### src/rtl/ltc2308_pkg.sv
// Shared constants, state encoding and config decode for the LTC2308 responder.
package ltc2308_pkg;

    // Config word bit positions, ordered {S/D, O/S, S1, S0, UNI, SLP}
    localparam int CFG_SD  = 5;
    localparam int CFG_OS  = 4;
    localparam int CFG_S1  = 3;
    localparam int CFG_S0  = 2;
    localparam int CFG_UNI = 1;
    localparam int CFG_SLP = 0;

    localparam logic [5:0]  CFG_DEFAULT  = 6'b100010;
    localparam logic [11:0] BIPOLAR_FLIP = 12'h800;

    typedef enum logic [1:0] {
        IDLE,
        CONV,
        READY
    } state_e;

    function automatic logic [2:0] cfg_channel(input logic [5:0] cfg);
        return {cfg[CFG_S1], cfg[CFG_S0], cfg[CFG_OS]};
    endfunction

endpackage

### src/rtl/ltc2308_sync_edge.sv
// Multi-flop synchronizer for an asynchronous pin with registered rise/fall pulses.
module ltc2308_sync_edge #(
    parameter int SYNC_STAGES = 2
) (
    input  logic clk,
    input  logic rst_n,
    input  logic din,
    output logic rise,
    output logic fall
);

    logic [SYNC_STAGES-1:0] sync_q, sync_d;
    logic                   prev_q, prev_d;
    logic                   rise_q, rise_d;
    logic                   fall_q, fall_d;

    always_comb begin
        sync_d = {sync_q[SYNC_STAGES-2:0], din};
        prev_d = sync_q[SYNC_STAGES-1];
        rise_d = sync_q[SYNC_STAGES-1] & ~prev_q;
        fall_d = ~sync_q[SYNC_STAGES-1] & prev_q;
    end

    always_ff @(posedge clk or negedge rst_n) begin
        if (!rst_n) begin
            sync_q <= '0;
            prev_q <= 1'b0;
            rise_q <= 1'b0;
            fall_q <= 1'b0;
        end else begin
            sync_q <= sync_d;
            prev_q <= prev_d;
            rise_q <= rise_d;
            fall_q <= fall_d;
        end
    end

    assign rise = rise_q;
    assign fall = fall_q;

endmodule

### src/rtl/ltc2308_responder.sv
// LTC2308 device-side emulator: accepts CONVST/SCK/SDI from an ADC controller
// and serves FPGA-supplied channel values on SDO.
module ltc2308_responder
    import ltc2308_pkg::*;
#(
    parameter int CONV_CYCLES = 80,
    parameter int SYNC_STAGES = 2
) (
    input  logic        clk,
    input  logic        rst_n,
    input  logic        adc_convst,
    input  logic        adc_sck,
    input  logic        adc_sdi,
    output logic        adc_sdo,
    input  logic [95:0] ch_data,
    output logic [5:0]  active_cfg,
    output logic        busy,
    output logic        proto_err
);

    localparam int CNT_W = 10;

    state_e                 state_q, state_d;
    logic [CNT_W-1:0]       conv_cnt_q, conv_cnt_d;
    logic [5:0]             rx_sr_q, rx_sr_d;
    logic [2:0]             rx_cnt_q, rx_cnt_d;
    logic [11:0]            tx_sr_q, tx_sr_d;
    logic [3:0]             tx_cnt_q, tx_cnt_d;
    logic [5:0]             cfg_q, cfg_d;
    logic                   sdo_q, sdo_d;
    logic                   perr_q, perr_d;
    logic [SYNC_STAGES-1:0] sdi_sync_q, sdi_sync_d;

    logic       convst_rise, convst_fall_unused;
    logic       sck_rise, sck_fall;
    logic       sdi_s;
    logic [5:0] cfg_next;

    ltc2308_sync_edge #(.SYNC_STAGES(SYNC_STAGES)) u_convst_sync (
        .clk   (clk),
        .rst_n (rst_n),
        .din   (adc_convst),
        .rise  (convst_rise),
        .fall  (convst_fall_unused)
    );

    ltc2308_sync_edge #(.SYNC_STAGES(SYNC_STAGES)) u_sck_sync (
        .clk   (clk),
        .rst_n (rst_n),
        .din   (adc_sck),
        .rise  (sck_rise),
        .fall  (sck_fall)
    );

    function automatic logic [11:0] conv_result(input logic [5:0] cfg, input logic [95:0] ch);
        logic [2:0]  sel;
        logic [11:0] v;
        sel = cfg_channel(cfg);
        v   = ch[12*int'(sel) +: 12];
        if (!cfg[CFG_SD])
            v = BIPOLAR_FLIP;
        else if (!cfg[CFG_UNI])
            v = v ^ BIPOLAR_FLIP;
        return v;
    endfunction

    assign sdi_s    = sdi_sync_q[SYNC_STAGES-1];
    // A completed 6-bit frame becomes the config for the conversion it precedes
    assign cfg_next = (rx_cnt_q == 3'd6) ? rx_sr_q : cfg_q;

    always_comb begin
        state_d    = state_q;
        conv_cnt_d = conv_cnt_q;
        rx_sr_d    = rx_sr_q;
        rx_cnt_d   = rx_cnt_q;
        tx_sr_d    = tx_sr_q;
        tx_cnt_d   = tx_cnt_q;
        cfg_d      = cfg_q;
        sdo_d      = sdo_q;
        perr_d     = 1'b0;
        sdi_sync_d = {sdi_sync_q[SYNC_STAGES-2:0], adc_sdi};

        case (state_q)
            CONV: begin
                if (convst_rise || sck_rise)
                    perr_d = 1'b1;
                if (conv_cnt_q == CNT_W'(CONV_CYCLES - 1)) begin
                    state_d = READY;
                    sdo_d   = tx_sr_q[11];
                end else begin
                    conv_cnt_d = conv_cnt_q + CNT_W'(1);
                end
            end
            default: begin
                // IDLE and READY share behaviour; CONVST takes priority over SCK edges
                if (convst_rise) begin
                    if (rx_cnt_q != 3'd0 && rx_cnt_q != 3'd6) begin
                        perr_d   = 1'b1;
                        rx_cnt_d = 3'd0;
                    end else begin
                        state_d    = CONV;
                        cfg_d      = cfg_next;
                        tx_sr_d    = conv_result(cfg_next, ch_data);
                        conv_cnt_d = '0;
                        rx_cnt_d   = 3'd0;
                        tx_cnt_d   = 4'd0;
                        sdo_d      = 1'b0;
                    end
                end else begin
                    if (sck_rise && rx_cnt_q < 3'd6) begin
                        rx_sr_d  = {rx_sr_q[4:0], sdi_s};
                        rx_cnt_d = rx_cnt_q + 3'd1;
                    end
                    if (sck_fall) begin
                        if (tx_cnt_q < 4'd11) begin
                            tx_cnt_d = tx_cnt_q + 4'd1;
                            tx_sr_d  = {tx_sr_q[10:0], 1'b0};
                            sdo_d    = tx_sr_q[10];
                        end else if (tx_cnt_q == 4'd11) begin
                            tx_cnt_d = 4'd12;
                            sdo_d    = 1'b0;
                        end
                    end
                end
            end
        endcase
    end

    always_ff @(posedge clk or negedge rst_n) begin
        if (!rst_n) begin
            state_q    <= IDLE;
            conv_cnt_q <= '0;
            rx_sr_q    <= '0;
            rx_cnt_q   <= '0;
            tx_sr_q    <= '0;
            tx_cnt_q   <= '0;
            cfg_q      <= CFG_DEFAULT;
            sdo_q      <= 1'b0;
            perr_q     <= 1'b0;
            sdi_sync_q <= '0;
        end else begin
            state_q    <= state_d;
            conv_cnt_q <= conv_cnt_d;
            rx_sr_q    <= rx_sr_d;
            rx_cnt_q   <= rx_cnt_d;
            tx_sr_q    <= tx_sr_d;
            tx_cnt_q   <= tx_cnt_d;
            cfg_q      <= cfg_d;
            sdo_q      <= sdo_d;
            perr_q     <= perr_d;
            sdi_sync_q <= sdi_sync_d;
        end
    end

    assign adc_sdo    = sdo_q;
    assign active_cfg = cfg_q;
    assign busy       = (state_q == CONV);
    assign proto_err  = perr_q;

endmodule
### config.mk
export PLATFORM = sky130hd
export DESIGN_NAME = ltc2308_responder
export DESIGN_NICKNAME = d
export VERILOG_FILES = /design/src/rtl/ltc2308_pkg.sv /design/src/rtl/ltc2308_sync_edge.sv /design/src/rtl/ltc2308_responder.sv
export SDC_FILE = /design/constraint.sdc
export NUM_CORES = 1
export LEC_CHECK = 0
export ABC_AREA = 1
export BUFFER_PORTS_ARGS = -buffer_cell sky130_fd_sc_hd__buf_2
export CAP_MARGIN = 25
export CORE_ASPECT_RATIO = 0.5
export CORE_MARGIN = 2
export CORE_UTILIZATION = 45
export CTS_BUF_LIST = sky130_fd_sc_hd__clkbuf_8
export DETAILED_ROUTE_END_ITERATION = 6
export GPL_ROUTABILITY_DRIVEN = 1
export PLACE_DENSITY = 0.79
export SLEW_MARGIN = 30
export SYNTH_ARGS = -nofsm -noshare
export SYNTH_HDL_FRONTEND = slang
export SYNTH_HIERARCHICAL = 1
export SYNTH_SLANG_ARGS = --single-unit
### constraint.sdc
create_clock -name clk -period 3.05 [get_ports clk]
set_input_delay 0.4575 -clock clk [delete_from_list [all_inputs] [get_ports clk]]
set_output_delay 0.4575 -clock clk [all_outputs]
set_load 0.01 [all_outputs]
# ---- Word-level counts from Yosys, hierarchy flattened
# Cells that the tools add are included.
dict set report word_totals {
  wordCells 98
  romBits 0
  mem_bits_rw 0
  latchBits 0
  mem_count 0
  regBits 56
}
dict set report op_classes {
  magnitude_cmp 2
  shifts 1
  n_bitwise 10
  eq_ne 10
  n_mux 33
  reduce_logical 20
  multipliers 1
  div_mod_pow 0
  add_sub_neg 3
}
# cell n
set op_table {}
lappend op_table {{96-bit by 8-bit variable part select with 12-bit output} 1}
lappend op_table {{12-bit 2-to-1 mux} 6}
lappend op_table {{10-bit 2-to-1 mux} 4}
lappend op_table {{4-bit 2-to-1 mux} 5}
lappend op_table {{4-bit AND reduction} 4}
lappend op_table {{3-bit AND reduction} 4}
lappend op_table {{1-bit 2-to-1 mux} 11}
lappend op_table {{10-bit by 1-bit adder with 10-bit output (second input constant)} 1}
lappend op_table {{10-bit by 7-bit equality test with 1-bit output (second input constant)} 1}
lappend op_table {{3-bit nonzero test} 3}
lappend op_table {{2-bit 2-to-1 mux} 4}
lappend op_table {{2-bit nonzero test} 4}
lappend op_table {{1-bit inverter} 7}
lappend op_table {{3-bit 2-to-1 mux} 2}
lappend op_table {{6-bit 2-to-1 mux} 1}
lappend op_table {{2-bit != test (second input constant)} 3}
lappend op_table {{3-bit != test (second input constant)} 2}
lappend op_table {{2-bit by 3-bit multiplier with 5-bit output (first input constant)} 1}
lappend op_table {{4-bit by 1-bit adder with 4-bit output (second input constant)} 1}
lappend op_table {{4-bit equality test (second input constant)} 1}
lappend op_table {{4-bit < comparator (second input constant)} 1}
lappend op_table {{4-bit nonzero test} 1}
lappend op_table {{3-bit by 1-bit adder with 3-bit output (second input constant)} 1}
lappend op_table {{1-bit AND} 3}
lappend op_table {{other kinds (7)} 8}

# ---- Longest topological paths before layout
# Gate-level depths: netlist of run 1.
dict set report logic_depth {
  ltp_word 9
  depth_mapped 14
  mapped_depth_nobuf 13
}

# ---- Hierarchy
# The synthesis of run 1 kept the hierarchy.
# mod area_each_um2 cells_each n_inst seq_area_each_um2
set modules_own_cells {}
lappend modules_own_cells {ltc2308_responder 3268.1 423 1 1178.6}
lappend modules_own_cells {ltc2308_sync_edge 140.1 9 2 125.1}

# ---- Least setup slack after synthesis of run 1
# OpenSTA, ideal clock, no wires.
dict set report synth_timing {
  path_kind {register to register}
  start {reg rx_cnt_q[0]}
  end {reg tx_sr_q[6]}
  stages_incl_launch_ff 12
  t_arrival_ps 1655
  setup_time_ps 122
  slack_ps 1273
  period_less_slack_ps 1777
  required_ps 2928
  path_cell_list {dfrtp_1 -> inv_1 -> ha_1 -> nand2_2 -> nand2_2 -> nand2_2 -> buf_2 -> or2_2 -> o211ai_1 -> o211ai_2 -> nand3_1 -> a21oi_1}
}
dict set report synth_between {
  elab_chain_len 8
}
# item line
set synth_rtl {}
lappend synth_rtl {{start, declared} ltc2308_responder.sv:26} ;# logic [2:0] rx_cnt_q, rx_cnt_d;
lappend synth_rtl {{start signal, assigned} ltc2308_responder.sv:145} ;# rx_cnt_q <= rx_cnt_d;
lappend synth_rtl {{3-bit equality test} ltc2308_responder.sv:69} ;# assign cfg_next = (rx_cnt_q == 3'd6) ? rx_sr_q : cfg_q;
lappend synth_rtl {{6-bit 2-to-1 mux} ltc2308_responder.sv:69}
lappend synth_rtl {{2-bit by 3-bit multiplier with 5-bit output} ltc2308_responder.sv:59} ;# v = ch[12*int'(sel) +: 12];
lappend synth_rtl {{96-bit by 8-bit variable part select with 12-bit output} ltc2308_responder.sv:59}
lappend synth_rtl {{12-bit 2-to-1 mux} ltc2308_responder.sv:62} ;# else if (!cfg[CFG_UNI])
lappend synth_rtl {{12-bit 2-to-1 mux} ltc2308_responder.sv:60} ;# if (!cfg[CFG_SD])
lappend synth_rtl {{12-bit 2-to-1 mux} ltc2308_responder.sv:97} ;# if (rx_cnt_q != 3'd0 && rx_cnt_q != 3'd6) begin
lappend synth_rtl {{12-bit 2-to-1 mux} ltc2308_responder.sv:96} ;# if (convst_rise) begin
lappend synth_rtl {{end signal, assigned} ltc2308_responder.sv:146} ;# tx_sr_q <= tx_sr_d;
lappend synth_rtl {{end, declared} ltc2308_responder.sv:27} ;# logic [11:0] tx_sr_q, tx_sr_d;
# Several ways; a longest one is shown, not always the timed one. The select of a mux whose other input is x is not followed.
# A chain may end at the register's enable or synchronous reset.

# ---- Final worst setup path of run 1
dict set report layout_timing {
  start {reg rx_cnt_q[0]}
  end {reg tx_sr_q[0]}
}
# Same word-level chain as after synthesis.

==> results of run 1 <==
where the power goes:
part	switching, W	leakage [nW]	internal (W)	total (W)
registers	0.000150	0.682	0.000954	0.00110
clock network	0.000265	0.0463	0.000169	0.000434
logic	0.000535	1.26	0.000329	0.000863
per-layer routing:
metal	share of wire, %	vias up
met3	6.3	7
met1	48	1545
met2	44	105
met5	0	-
met4	0.95	0
li1	-	1695
through the flow:
step | setup slack [ns] | area [µm²] | util, %
floorplan | 1.27 | 3520 | -
global placement | 0.589 | 4080 | 54.7
detailed placement | 0.521 | 4080 | 54.7
CTS | 0.485 | 4180 | 56.0
global route | 0.252 | 4180 | 56.0
finish | 0.485 | 4180 | 56.0
area by class of cell:
cell class                      count  area [µm²]  share of cell area (%)
Multi-Input combinational cell    318        1800                    43.2
Sequential cell                    56        1400                    33.6
Timing Repair Buffer              114         583                    13.9
Inverter                           42         158                    3.77
Tap cell                          108         135                    3.23
Clock buffer                        5        68.8                    1.65
Clock inverter                      3        27.5                   0.658
registers in the layout, indices dropped and copies added, names as in the netlist, 2 cells and up:
| signal | cells |
|---|---|
| tx_sr_q | 12 |
| conv_cnt_q | 10 |
| active_cfg | 6 |
| rx_sr_q | 6 |
| tx_cnt_q | 4 |
| rx_cnt_q | 3 |
| sdi_sync_q | 2 |
| state_q | 2 |
| u_convst_sync/sync_q | 2 |
| u_sck_sync/sync_q | 2 |
worst paths after layout:
path | start | to | cells past startpoint
max | rx_cnt_q[0] | tx_sr_q[0] | 10
min | adc_sck | u_sck_sync/sync_q[0] | 1
max reg2reg | rx_cnt_q[0] | tx_sr_q[0] | 10
min reg2reg | sdi_sync_q[0] | sdi_sync_q[1] | 0
max in group asynchronous | rst_n | tx_sr_q[5] | 2
min in group asynchronous | rst_n | u_sck_sync/sync_q[1] | 2
cell usage in the layout (no fill, tap or decap), types with 2 or more instances in the layout:
| cell type | n |
|---|---|
| o22ai_1 | 4 |
| nor3_1 | 2 |
| dfstp_2 | 2 |
| nor2_2 | 2 |
| clkbuf_8 | 5 |
| xor2_1 | 5 |
| nand3_1 | 33 |
| o21ai_1 | 17 |
| or2_2 | 14 |
| o211ai_2 | 15 |
| nor2_1 | 50 |
| o21ai_0 | 35 |
| nand2_2 | 3 |
| or2_1 | 4 |
| o211ai_1 | 24 |
| dfrtp_1 | 54 |
| inv_1 | 39 |
| inv_2 | 3 |
| nor4_1 | 2 |
| buf_4 | 5 |
| o21ai_4 | 3 |
| nand2_1 | 55 |
| buf_2 | 109 |
| nand4_1 | 5 |
| ha_1 | 5 |
| or2_0 | 5 |
| a21oi_1 | 27 |
worst reg2reg max path, delay by kind of cell (launching register included):
| family | cells | cell delay, ns |
|---|---|---|
| buffers and inverters | 1 | 0.09 |
| AOI/OAI and AO/OA | 2 | 0.23 |
| DFF | 1 | 0.42 |
| adders and majority gates | 1 | 0.24 |
| and+or+nand+nor | 6 | 1.50 |
==> flow_metrics.py, run 1 <==
metrics = {
    "clocking": {
        "cts_tree": "yes",
        "cts.hold.buffers_added": 0,
        "cts_resized": 0,
        "clockRootBuffer": "clkbuf_8",
        "h-tree-depth": 2,
        "cts_setup_buffers": 0,
        "clk_path_buf_depth": 2,
        "clk_latency_ns": 0.32,
        "clk_pin_slew_ns": 0.10,
        "clock_sinks": 56,
        "numCtsBuffers": 5,
    },
    "sta": {
        "hold-worst-slack_ns": 0.234,
        "fin_worst_skew_ns": 0.00255,
        "worst_slew_pin_slew_ns": 0.753,
        "setup_viol": 0,
        "fin_crit_ns": 2.56,
        "fin_crit_sh_pct": 84.1,
        "slew_headroom_pct": 49.6,
        "max_freq_ghz": 0.390,
        "finalHoldViolations": 0,
        "drv_slew": 0,
        "tns_ns": 0,
        "rsz0062_at_grt": "false",
    },
    "synthesis": {
        "synth_cells": 438,
        "syn_nets": 544,
        "synth_area_um2": 3520,
        "syn_area_per_cell_um2": 8.03,
        "yosysWarnings": 6,
    },
    "drt": {
        "via_per_inst": 5.19,
        "dr.pass1.iters": 5,
        "vias": 3352,
        "totalWireLength_mm": 8.61,
        "drt_iter0_drc": 254,
        "avgRoutedWirePerCell_um": 13.3,
        "route.detailed.drc": 0,
        "ant_nets": 0,
    },
    "floorplanning": {
        "initial_core_util_pct": 47.1,
        "rows": 22,
        "core_um2": 7460,
        "ios": 110,
        "dieArea_um2": 8580,
        "die_y_um": 66.5,
        "die_w_um": 129,
    },
    "finish": {
        "instances_no_fill": 646,
        "fill_cells": 703,
        "nets": 643,
        "drive_gt1_share_pct": 31.0,
        "area_delta_synth_final_pct": 18.9,
        "antenna_cells": 0,
    },
    "global_routing": {
        "top_usage_layer": "met2",
        "grt_use_total_pct": 20.2,
        "antenna_found_initial": 0,
        "grt_pass1_wl_mm": 13.7,
        "grt_overflow_total": 0,
        "grt_pass1_vias": 2972,
        "grt_max_degree": 57,
        "use_met3_pct": 4.90,
        "use_met1_pct": 27.7,
        "use_met2_pct": 32.7,
    },
    "outcome": {
        "outcome": "finished clean",
    },
    "critical_path": {
        "rrSetupSlack_ns": 0.49,
        "worstSetupStartpointType": "flip-flop",
        "end_kind": "flip-flop",
        "crit_arrival_ns": 2.79,
        "cp_num_buf_inv": 1,
        "worstPathMaxFanout": 49,
        "worst_path_most_repeated_cell": "nand2_2",
        "critPathMaxStageDelay_ns": 0.47,
        "cp.required_ns": 3.27,
        "crit_path_cell_trace": "inv_1 > ha_1 > nand2_2 > nand2_2 > nand2_2 > or2_2 > o211ai_1 > o211ai_1 > nand3_1 > nand2_1",
        "cpMaxStageDelayCell": "or2_2",
        "critPathKind": "reg -> reg",
        "crit_family": "simple AND/OR/NAND/NOR gates",
    },
    "place": {
        "gp_congestion": 0.870,
        "hpwlAfterDp_mm": 6.37,
        "placedCellCount": 638,
        "numPortBuffers": 109,
    },
    "worst_hold_path": {
        "hold_path.class": "in -> reg",
    },
    "pwr": {
        "ir_drop_v": 0.000329,
        "power.density_nw_per_um2": 574,
        "total_power_w": 0.00240,
        "p_leak_nw": 1.99,
    },
    "run": {
        "maxCapViolCount": 0,
    },
}
Power figures use the tool's default switching activity.
==> inputs of run 2 (changes only) <==
PLACE_DENSITY = 0.81   (was 0.79)
clock period = 2.2 ns   (was 3.05 ns; I/O delays follow)
==> run 2 against run 1 <==
Die area is the same. Flip-flop and latch count is the same. Global-route usage grew 0.81 points. Via count grew 3.6%. Design area grew 3.0%. Highest routed layer unchanged. Clock power grew 42%. Critical endpoint is now tx_sr_q[10]. Sequential power grew 40%. Wire length grew 6.4%. Critical path type unchanged.
==> flow_metrics.py, run 2 (synthesis results as in run 1) <==
metrics = {
    "outcome": {
        "outcome": "finished clean",
    },
    "global_routing": {
        "grt_pass1_wl_mm": 14.1,
        "use_met1_pct": 28.9,
        "grt_max_degree": 57,
        "antenna_found_initial": 0,
        "use_met2_pct": 33.8,
        "grt_overflow_total": 0,
        "grt_pass1_vias": 2963,
        "use_met3_pct": 4.90,
        "top_usage_layer": "met2",
        "grt_use_total_pct": 21.0,
    },
    "drt": {
        "avgRoutedWirePerCell_um": 14.0,
        "vias": 3471,
        "drt_iter0_drc": 290,
        "via_per_inst": 5.29,
        "route.detailed.drc": 0,
        "ant_nets": 0,
        "dr.pass1.iters": 5,
        "totalWireLength_mm": 9.16,
    },
    "critical_path": {
        "endpoint": "tx_sr_q[10]",
        "critPathKind": "reg -> reg",
        "cp.depth": 10,
        "worstPathMaxFanout": 12,
        "cp.required_ns": 2.44,
        "critPathLaunch": "rx_cnt_q[0]",
        "worstSetupStartpointType": "flip-flop",
        "crit_arrival_ns": 2.27,
        "cpMaxStageDelayCell": "dfrtp_1",
        "r2r_end": "tx_sr_q[10]",
        "rrSetupSlack_ns": 0.18,
        "cp_num_buf_inv": 4,
        "crit_path_cell_trace": "inv_2 > ha_4 > nand2_2 > buf_4 > o21ai_4 > inv_1 > buf_4 > nand3_1 > nand3_1 > a22oi_1",
        "crit_family": "buffers and inverters",
        "r2r_cells": 10,
        "critPathMaxStageDelay_ns": 0.43,
        "end_kind": "flip-flop",
        "r2r-start": "rx_cnt_q[0]",
    },
    "pwr": {
        "ir_drop_v": 0.000361,
        "p_leak_nw": 2.05,
        "power.density_nw_per_um2": 800,
    },
    "clocking": {
        "clk_latency_ns": 0.33,
        "clk_path_buf_depth": 2,
        "clk_pin_slew_ns": 0.11,
        "clock_sinks": 56,
        "h-tree-depth": 2,
        "clockRootBuffer": "clkbuf_8",
        "numCtsBuffers": 5,
        "cts_tree": "yes",
    },
    "finish": {
        "largest_reg_flops": 12,
        "drive_gt1_share_pct": 32.8,
        "layout_commonest_cell": "buf_2",
        "instances_no_fill": 656,
        "regMostFlops": "tx_sr_q",
        "area_delta_synth_final_pct": 22.5,
        "antenna_cells": 0,
        "largest_registers": "tx_sr_q (12), conv_cnt_q (10)",
        "nets": 653,
        "fill_cells": 664,
        "layout_common_cells": "109 x buf_2, 54 x nand2_1, 54 x dfrtp_1, 50 x nor2_1, 38 x inv_1",
    },
    "sta": {
        "fin_crit_ns": 2.02,
        "worst_slew_pin_slew_ns": 0.691,
        "fin_crit_sh_pct": 92.0,
        "max_freq_ghz": 0.494,
        "rsz0062_at_grt": "false",
        "drv_slew": 0,
        "setup_viol": 0,
        "finalHoldViolations": 0,
        "slew_headroom_pct": 54.0,
        "tns_ns": 0,
        "fin_worst_skew_ns": 0.00703,
    },
    "floorplanning": {
        "rows": 22,
        "initial_core_util_pct": 47.1,
        "ios": 110,
        "die_w_um": 129,
        "die_y_um": 66.5,
        "core_um2": 7460,
        "dieArea_um2": 8580,
    },
    "place": {
        "hpwlAfterDp_mm": 6.95,
        "gp_congestion": 0.907,
        "numPortBuffers": 109,
        "placedCellCount": 647,
    },
    "worst_hold_path": {
        "worstHoldStart": "adc_convst",
        "hold_path.class": "in -> reg",
    },
    "run": {
        "maxCapViolCount": 0,
    },
}
## run 2: area by class of cell
cell class / count / area (µm²) / share of cell area (%)
clock buffer: 5 / 68.8 / 1.60
clock inverter: 3 / 28.8 / 0.668
tap: 108 / 135 / 3.14
timing repair buffer: 124 / 687 / 16.0
sequential: 56 / 1400 / 32.6
multi-input combinational: 318 / 1820 / 42.4
inverter: 42 / 158 / 3.66
## run 2: worst min-delay path by stage
stage,to,slack (ns),depth (start not counted)
after CTS,sdi_sync_q[0],0.09,1
after detailed placement,u_convst_sync/sync_q[1],0.33,0
after global routing,u_convst_sync/sync_q[0],0.08,1
final,u_convst_sync/sync_q[0],0.10,1
after global placement,sdi_sync_q[1],0.33,0
after floorplan,active_cfg[0],0.03,0
## run 2: stage by stage
stage | setup WS, ns | util (%) | hold slack (ns) | cell area, µm² | power, W
after CTS | 0.0202 | 57.3 | 0.0869 | 4270 | 0.00342
after detailed placement | 0.0440 | 56.0 | 0.335 | 4180 | 0.00279
after global routing | 0.0353 | 57.7 | 0.0807 | 4310 | 0.00373
after global placement | 0.140 | 56.0 | 0.332 | 4180 | 0.00275
after floorplan | 0.423 | - | 0.0344 | 3520 | 0.00240
final | 0.176 | 57.7 | 0.101 | 4310 | 0.00344
## run 2: timing repair
| action | in CTS | in global routing |
|---|---|---|
| buffers inserted | 0 | 1 |
| endpoints found under the setup margin | 0 | 25 |
| hold buffers | 0 | 0 |
| resized for setup | 0 | 7 |
## run 2: where the power goes
group	switching [W]	internal, W
Combinational	0.000781	0.000510
Sequential	0.000214	0.00132
Clock	0.000374	0.000241
Total	0.00137	0.00207
## run 2: per-layer routing
metal | share of wire, % | wire [µm]
met1 | 46 | 4220
met2 | 46 | 4180
met3 | 7.1 | 654
met4 | 1.2 | 112
met5 | 0 | 0
